File: src/rtl/uart_tx_path_pkg.sv
// Shared definitions for the buffered UART transmit path: baud divider math,
// serializer state encoding and 8N1 line levels.
package uart_tx_path_pkg;

  typedef enum logic [1:0] {
    ST_IDLE  = 2'd0,
    ST_START = 2'd1,
    ST_DATA  = 2'd2,
    ST_STOP  = 2'd3
  } tx_state_t;

  localparam int         OVERSAMPLE = 16;
  localparam logic [3:0] OS_LAST    = 4'(OVERSAMPLE - 1);

  localparam logic LINE_IDLE = 1'b1;
  localparam logic START_BIT = 1'b0;
  localparam logic STOP_BIT  = 1'b1;

  // Clock cycles per oversampling tick.
  function automatic int calc_div(input int clk_mhz, input int baud);
    return (clk_mhz * 1_000_000) / (baud * OVERSAMPLE);
  endfunction

endpackage

File: src/rtl/uart_tx_path_if.sv
// Core-side bus of the UART transmit path: push strobe, byte, line and status.
// writeFlag is a one-cycle push strobe with no ready; txFull is the only
// back-pressure, and a push presented while txFull=1 is dropped (txOverflow).
interface uart_tx_path_if #(
    parameter int DBIT = 8
);
    logic            writeFlag;
    logic [DBIT-1:0] dataToSend;
    logic            tx;
    logic            txFull;
    logic            txEmpty;
    logic            txBusy;
    logic            txOverflow;
    logic            uart_tx_done;

    modport master (
        output writeFlag, dataToSend,
        input  tx, txFull, txEmpty, txBusy, txOverflow, uart_tx_done
    );

    modport slave (
        input  writeFlag, dataToSend,
        output tx, txFull, txEmpty, txBusy, txOverflow, uart_tx_done
    );
endinterface

File: src/rtl/uart_tx_path_tx_fifo_buffer.sv
// Synchronous FIFO with registered full/empty flags and an occupancy count.
// Pushes while full and pops while empty are ignored.
module tx_fifo_buffer #(
    parameter int DW = 8,
    parameter int AW = 4
) (
    input  logic          clk,
    input  logic          rst,
    input  logic          push,
    input  logic          pop,
    input  logic [DW-1:0] din,
    output logic [DW-1:0] dout,
    output logic          full,
    output logic          empty,
    output logic [AW:0]   count
);
    localparam int DEPTH = 1 << AW;

    logic [DW-1:0] mem [DEPTH];
    logic [AW-1:0] wr_ptr;
    logic [AW-1:0] rd_ptr;
    logic [AW:0]   count_n;
    logic          push_ok;
    logic          pop_ok;

    assign push_ok = push && !full;
    assign pop_ok  = pop && !empty;
    assign dout    = mem[rd_ptr];

    always_comb begin
        count_n = count;
        case ({push_ok, pop_ok})
            2'b10:   count_n = count + (AW+1)'(1);
            2'b01:   count_n = count - (AW+1)'(1);
            default: count_n = count;
        endcase
    end

    always_ff @(posedge clk) begin
        if (rst) begin
            wr_ptr <= '0;
            rd_ptr <= '0;
            count  <= '0;
            full   <= 1'b0;
            empty  <= 1'b1;
        end else begin
            if (push_ok) wr_ptr <= wr_ptr + AW'(1);
            if (pop_ok)  rd_ptr <= rd_ptr + AW'(1);
            count <= count_n;
            full  <= (count_n == (AW+1)'(DEPTH));
            empty <= (count_n == '0);
        end
    end

    // Storage is not reset; pointers and count define what is valid.
    always_ff @(posedge clk) begin
        if (push_ok) mem[wr_ptr] <= din;
    end

endmodule

File: src/rtl/uart_tx_path.sv
// Buffered UART transmitter: FIFO of pushed bytes serialized as 8N1 frames,
// timed by a free-running 16x oversampling tick. All outputs are registered.
module uart_tx_path
    import uart_tx_path_pkg::*;
#(
    parameter int BaudRate = 1200,
    parameter int clk_Mhz  = 60,
    parameter int DBIT     = 8,
    parameter int SB_TICK  = 16,
    parameter int FIFO_AW  = 4
) (
    input  logic              clk,
    input  logic              uart_reset,
    uart_tx_path_if.slave     bus,
    output tx_state_t         dbg_state,
    output logic [FIFO_AW:0]  dbg_fifo_count
);
    localparam int               DIV       = calc_div(clk_Mhz, BaudRate);
    localparam int               DIV_W     = (DIV > 1) ? $clog2(DIV) : 1;
    localparam logic [DIV_W-1:0] DIV_LAST  = DIV_W'(DIV - 1);
    localparam int               NW        = (DBIT > 1) ? $clog2(DBIT) : 1;
    localparam logic [NW-1:0]    N_LAST    = NW'(DBIT - 1);
    localparam logic [3:0]       STOP_LAST = 4'(SB_TICK - 1);

    logic [DIV_W-1:0] b_cnt;
    logic             tick;

    // Free-running: frames are never resynchronized to the tick phase.
    always_ff @(posedge clk) begin
        if (uart_reset || tick) b_cnt <= '0;
        else                    b_cnt <= b_cnt + DIV_W'(1);
    end
    assign tick = (b_cnt == DIV_LAST);

    logic            fifo_pop;
    logic [DBIT-1:0] fifo_dout;
    logic            fifo_full;
    logic            fifo_empty;

    tx_fifo_buffer #(
        .DW (DBIT),
        .AW (FIFO_AW)
    ) u_fifo (
        .clk   (clk),
        .rst   (uart_reset),
        .push  (bus.writeFlag),
        .pop   (fifo_pop),
        .din   (bus.dataToSend),
        .dout  (fifo_dout),
        .full  (fifo_full),
        .empty (fifo_empty),
        .count (dbg_fifo_count)
    );

    tx_state_t       state, state_n;
    logic [3:0]      s_cnt, s_cnt_n;
    logic [NW-1:0]   n_cnt, n_cnt_n;
    logic [DBIT-1:0] shreg, shreg_n;
    logic            tx_q, tx_n;
    logic            busy_q;
    logic            done_q, done_n;
    logic            ovf_q;

    always_ff @(posedge clk) begin
        if (uart_reset) begin
            state  <= ST_IDLE;
            s_cnt  <= '0;
            n_cnt  <= '0;
            shreg  <= '0;
            tx_q   <= LINE_IDLE;
            busy_q <= 1'b0;
            done_q <= 1'b0;
            ovf_q  <= 1'b0;
        end else begin
            state  <= state_n;
            s_cnt  <= s_cnt_n;
            n_cnt  <= n_cnt_n;
            shreg  <= shreg_n;
            tx_q   <= tx_n;
            busy_q <= (state_n != ST_IDLE);
            done_q <= done_n;
            ovf_q  <= ovf_q | (bus.writeFlag & fifo_full);
        end
    end

    always_comb begin
        state_n  = state;
        s_cnt_n  = s_cnt;
        n_cnt_n  = n_cnt;
        shreg_n  = shreg;
        fifo_pop = 1'b0;
        done_n   = 1'b0;
        tx_n     = LINE_IDLE;

        case (state)
            ST_IDLE: begin
                if (!fifo_empty) begin
                    fifo_pop = 1'b1;
                    shreg_n  = fifo_dout;
                    s_cnt_n  = '0;
                    state_n  = ST_START;
                end
            end
            ST_START: begin
                if (tick) begin
                    if (s_cnt == OS_LAST) begin
                        s_cnt_n = '0;
                        n_cnt_n = '0;
                        state_n = ST_DATA;
                    end else begin
                        s_cnt_n = s_cnt + 4'd1;
                    end
                end
            end
            ST_DATA: begin
                if (tick) begin
                    if (s_cnt == OS_LAST) begin
                        shreg_n = shreg >> 1;
                        s_cnt_n = '0;
                        if (n_cnt == N_LAST) state_n = ST_STOP;
                        else                 n_cnt_n = n_cnt + NW'(1);
                    end else begin
                        s_cnt_n = s_cnt + 4'd1;
                    end
                end
            end
            ST_STOP: begin
                if (tick) begin
                    if (s_cnt == STOP_LAST) begin
                        done_n  = 1'b1;
                        s_cnt_n = '0;
                        state_n = ST_IDLE;
                    end else begin
                        s_cnt_n = s_cnt + 4'd1;
                    end
                end
            end
            default: state_n = ST_IDLE;
        endcase

        // Line level follows the state being entered so tx stays registered.
        case (state_n)
            ST_START: tx_n = START_BIT;
            ST_DATA:  tx_n = shreg_n[0];
            ST_STOP:  tx_n = STOP_BIT;
            default:  tx_n = LINE_IDLE;
        endcase
    end

    assign bus.tx           = tx_q;
    assign bus.txFull       = fifo_full;
    assign bus.txEmpty      = fifo_empty;
    assign bus.txBusy       = busy_q;
    assign bus.txOverflow   = ovf_q;
    assign bus.uart_tx_done = done_q;
    assign dbg_state        = state;

endmodule

File: src/flat_wrapper.sv
// flat-port wrapper written by rule: the top's interface ports become plain ports
module uart_tx_path_flat import uart_tx_path_pkg::*;
#(
    parameter int BaudRate = 1200,
    parameter int clk_Mhz  = 60,
    parameter int DBIT     = 8,
    parameter int SB_TICK  = 16,
    parameter int FIFO_AW  = 4
)
  (clk, uart_reset, dbg_state, dbg_fifo_count, bus_writeFlag, bus_dataToSend, bus_tx, bus_txFull, bus_txEmpty, bus_txBusy, bus_txOverflow, bus_uart_tx_done);
  uart_tx_path_if #(.DBIT(DBIT)) bus_i ();
  input  logic clk;
  input  logic uart_reset;
  output tx_state_t dbg_state;
  output logic [FIFO_AW:0] dbg_fifo_count;
  input wire logic [$bits(bus_i.writeFlag)-1:0] bus_writeFlag;
  input wire logic [$bits(bus_i.dataToSend)-1:0] bus_dataToSend;
  output wire logic [$bits(bus_i.tx)-1:0] bus_tx;
  output wire logic [$bits(bus_i.txFull)-1:0] bus_txFull;
  output wire logic [$bits(bus_i.txEmpty)-1:0] bus_txEmpty;
  output wire logic [$bits(bus_i.txBusy)-1:0] bus_txBusy;
  output wire logic [$bits(bus_i.txOverflow)-1:0] bus_txOverflow;
  output wire logic [$bits(bus_i.uart_tx_done)-1:0] bus_uart_tx_done;
  assign bus_i.writeFlag = bus_writeFlag;
  assign bus_i.dataToSend = bus_dataToSend;
  assign bus_tx = bus_i.tx;
  assign bus_txFull = bus_i.txFull;
  assign bus_txEmpty = bus_i.txEmpty;
  assign bus_txBusy = bus_i.txBusy;
  assign bus_txOverflow = bus_i.txOverflow;
  assign bus_uart_tx_done = bus_i.uart_tx_done;
  uart_tx_path #(.BaudRate(BaudRate), .clk_Mhz(clk_Mhz), .DBIT(DBIT), .SB_TICK(SB_TICK), .FIFO_AW(FIFO_AW)) u_core (.clk(clk), .uart_reset(uart_reset), .bus(bus_i), .dbg_state(dbg_state), .dbg_fifo_count(dbg_fifo_count));
endmodule
File: config.mk
export PLATFORM = sky130hd
export DESIGN_NAME = uart_tx_path_flat
export DESIGN_NICKNAME = d
export VERILOG_FILES = /design/src/rtl/uart_tx_path_pkg.sv /design/src/rtl/uart_tx_path_if.sv /design/src/rtl/uart_tx_path_tx_fifo_buffer.sv /design/src/rtl/uart_tx_path.sv /design/src/flat_wrapper.sv
export SDC_FILE = /design/constraint.sdc
export NUM_CORES = 1
export LEC_CHECK = 0
export ABC_CLOCK_PERIOD_IN_PS = 3200
export CAP_MARGIN = 10
export CORE_MARGIN = 2
export CORE_UTILIZATION = 55
export DETAILED_ROUTE_END_ITERATION = 10
export PLACE_DENSITY = 0.73
export SLEW_MARGIN = 25
export SYNTH_ARGS = -nofsm -noshare
export SYNTH_HDL_FRONTEND = slang
export SYNTH_HIERARCHICAL = 1
export SYNTH_SLANG_ARGS = --single-unit
export TNS_END_PERCENT = 20
File: constraint.sdc
create_clock -name clk -period 3.2 [get_ports clk]
set_clock_uncertainty 0.15 [all_clocks]
set_input_delay 0.32 -clock clk [delete_from_list [all_inputs] [get_ports clk]]
set_output_delay 0.32 -clock clk [all_outputs]
set_load 0.01 [all_outputs]
==> run metrics <==
status completed; global placement routability congestion 0.837; startpoint types flip-flop; Clock Latency Late Sink 0.43 ns; largest net degree at the start of global routing 26; Leakage Power 2.82 nW; Buffers on Ports 23; CTS Hold Buffers Added 0; Hold Crit Class flip-flop to flip-flop; Post-synth EDFFs 128; Starting Density 0.563; Filler cells 917; synthesized area 0.00746 sq mm; Max Cap Violations 0; core footprint 0.0132 sq mm; top area cells in the synthesized netlist edfxtp_1 (52%), dfxtp_1 (14%), mux4_2 (12%); Sink Count 180; cell taking the most area after synthesis edfxtp_1; Setup crit end kind flip-flop; CP cell instances or3_1 > inv_2 > nand2b_4 > inv_2 > nand2_1 > xnor2_1 > ha_2 > nor3b_2 > or3b_1 > a22oi_2 > nor4bb_2; CTS Buffer Depth 2; Vias 4212; Sequential Area 0.00489 sq mm; clock slew at reported path FFs 0.07 ns; GRT Total Usage 0.207; Syn Area/Cell 15.6 sq um; Yosys top cell area share 0.515; Netlist cell types 64; critical path's slowest cell or3_1; Area Growth Syn to Fin 16.0%; most frequent cell after synthesis edfxtp_1; Syn Inst Count 478; endpoints failing hold 0; total grt overflow 0; ANT cells 0; fin area 0.00865 sq mm; drt wl/cell 19.4 um; # DRC 0; number of synthesized register bits 180; measured slew at the worst slew-check pin 0.856 ns; routed wire length 13800 um; critical path's top delay family simple AND/OR/NAND/NOR gates; area post-placement 0.00803 sq mm; Design Power 5.75 mW; Setup WS post-layout 0.185 ns; CTS tree yes; highest routed layer met4; Row Count 42; setup slack after placement 0.129 ns; crit-path max FO 9; Seq/Total Area, Yosys 0.655; # nets final 546; Most used DFF post-synth edfxtp_1; RSZ-0062 raised after global routing false; vias in the first global route 4173; Final ANT Viol Nets 0; Crit path largest cell delay 0.42 ns; multi-input gate area in the final layout 0.00243 sq mm; crit path kind flip-flop to flip-flop; CP dominant cell by count inv_2; hold_ws 0.326 ns; syn nets 501; Worst Path Required 3.39 ns; worst vdd ir 0.703 mV; die area 0.0145 sq mm; share of cells above drive strength 1 0.228; fin crit period 3.02 ns; hpwl dp 9230 um; Cell Pwr Density 665 mW/mm^2; vias per cell 5.92; WL met1 5880 um; first-pass GRT wire length 22400 um; Synth Warn # 6; TNS Setup 0 ns; highest clock rate 332 MHz; Buf+Inv Stages, Crit Path 2; Slew Viols, Final 0; Initial DRC Count 533; period utilization 0.942; Worst slew margin 0.429; antenna violations before repair 0; final setup fails 0; First-pass DRT Iterations 5; CTS buffer count 17; htree depth 4; routed wl met2 7150 um; Die X 120 um; # IOs 24; Async S/R FF share, synth 0; Post-CTS Setup Inserts 0; commonest cells in the netlist edfxtp_1 (128), dfxtp_1 (52), nor2_1 (46); clk root buf clkbuf_16; WL met3 556 um; Worst EP arrival 3.21 ns; Die Y 120 um
[repair_timing]
action,4_1_cts,5_1_grt
endpoints found under the setup margin,0,2
resized for setup,0,5
endpoints found under the hold margin,0,0
[metal layers]
| metal | track usage | up-vias |
|---|---|---|
| met2 | 0.347 | 97 |
| met3 | 0.0519 | 16 |
| met4 | 0.0683 | 0 |
| li1 | - | 1961 |
| met5 | 0 | - |
| met1 | 0.265 | 2138 |
[cell usage in the layout (no fill, tap or decap), drive strengths merged, types with 10 or more instances in the layout]
| master | Yosys | routed |
|---|---|---|
| edfxtp | 128 | 128 |
| dfxtp | 52 | 52 |
| nor2 | 46 | 46 |
| mux4 | 40 | 40 |
| buf | 16 | 28 |
| clkdlybuf4s50 | 0 | 23 |
| a21oi | 20 | 20 |
| clkbuf | 9 | 19 |
| inv | 11 | 18 |
| nand2 | 14 | 14 |
| xor2 | 13 | 13 |
| ha | 12 | 12 |
| nand3 | 10 | 10 |
[metrics by stage]
| stage | cells | utilization |
|---|---|---|
| after global placement | 680 | 0.606 |
| after detailed placement | 680 | 0.606 |
| after CTS | 712 | 0.652 |
| after global routing | 712 | 0.654 |
| after floorplan | 478 | - |
| final | 712 | 0.654 |
[sequential cells by signal (all words and copies together), names as in the netlist, named ones only]
signal / cells
u_core/b_cnt: 12
u_core/bus.txBusy: 1
u_core/u_fifo/mem: 128
u_core/bus.tx: 1
u_core/n_cnt: 3
u_core/u_fifo/rd_ptr: 4
u_core/dbg_state: 2
u_core/bus.txOverflow: 1
u_core/s_cnt: 4
u_core/bus.uart_tx_done: 1
u_core/shreg: 8
u_core/u_fifo/wr_ptr: 4
u_core/u_fifo/full: 1
u_core/u_fifo/empty: 1
u_core/u_fifo/count: 5
[cell type report]
| type | count | area share |
|---|---|---|
| Timing Repair Buffer | 51 | 0.0538 |
| Clock inverter | 13 | 0.0191 |
| Clock buffer | 19 | 0.0512 |
| Multi-Input combinational cell | 262 | 0.281 |
| Sequential cell | 180 | 0.565 |
| Inverter | 11 | 0.00506 |
| Tap cell | 176 | 0.0254 |
[tightest hold or removal path: cells and delay by family, from the launching register on]
kind	cells	cell delay, ns
DFF	1	0.33
and+or+nand+nor	1	0.07
AOI/OAI and AO/OA	1	0.04
[power breakdown]
group	switching [mW]	internal, mW	total, mW
logic	0.448	0.468	0.916
registers	0.116	2.60	2.72
clock network	0.915	1.20	2.12
[final timing paths]
check	from	end	slack, ns	cells past startpoint
hold reg to reg	u_core/bus.txOverflow	u_core/bus.txOverflow	0.33	2
hold / removal	u_core/bus.txOverflow	u_core/bus.txOverflow	0.33	2
setup reg to reg	u_core/dbg_state[0]	u_core/u_fifo/full	0.18	11
setup / recovery	u_core/dbg_state[0]	u_core/u_fifo/full	0.18	11
[logic make-up after synthesis]
family                     count (synthesis)  synth area share
AOI/OAI and AO/OA                         61            0.0558
DFF                                      180             0.655
adders and majority gates                 12            0.0201
and+or+nand+nor                          124            0.0961
buffers and inverters                     36            0.0221
muxes                                     44             0.127
xor gates and xnor gates                  21            0.0246
Power figures use the tool's default switching activity.
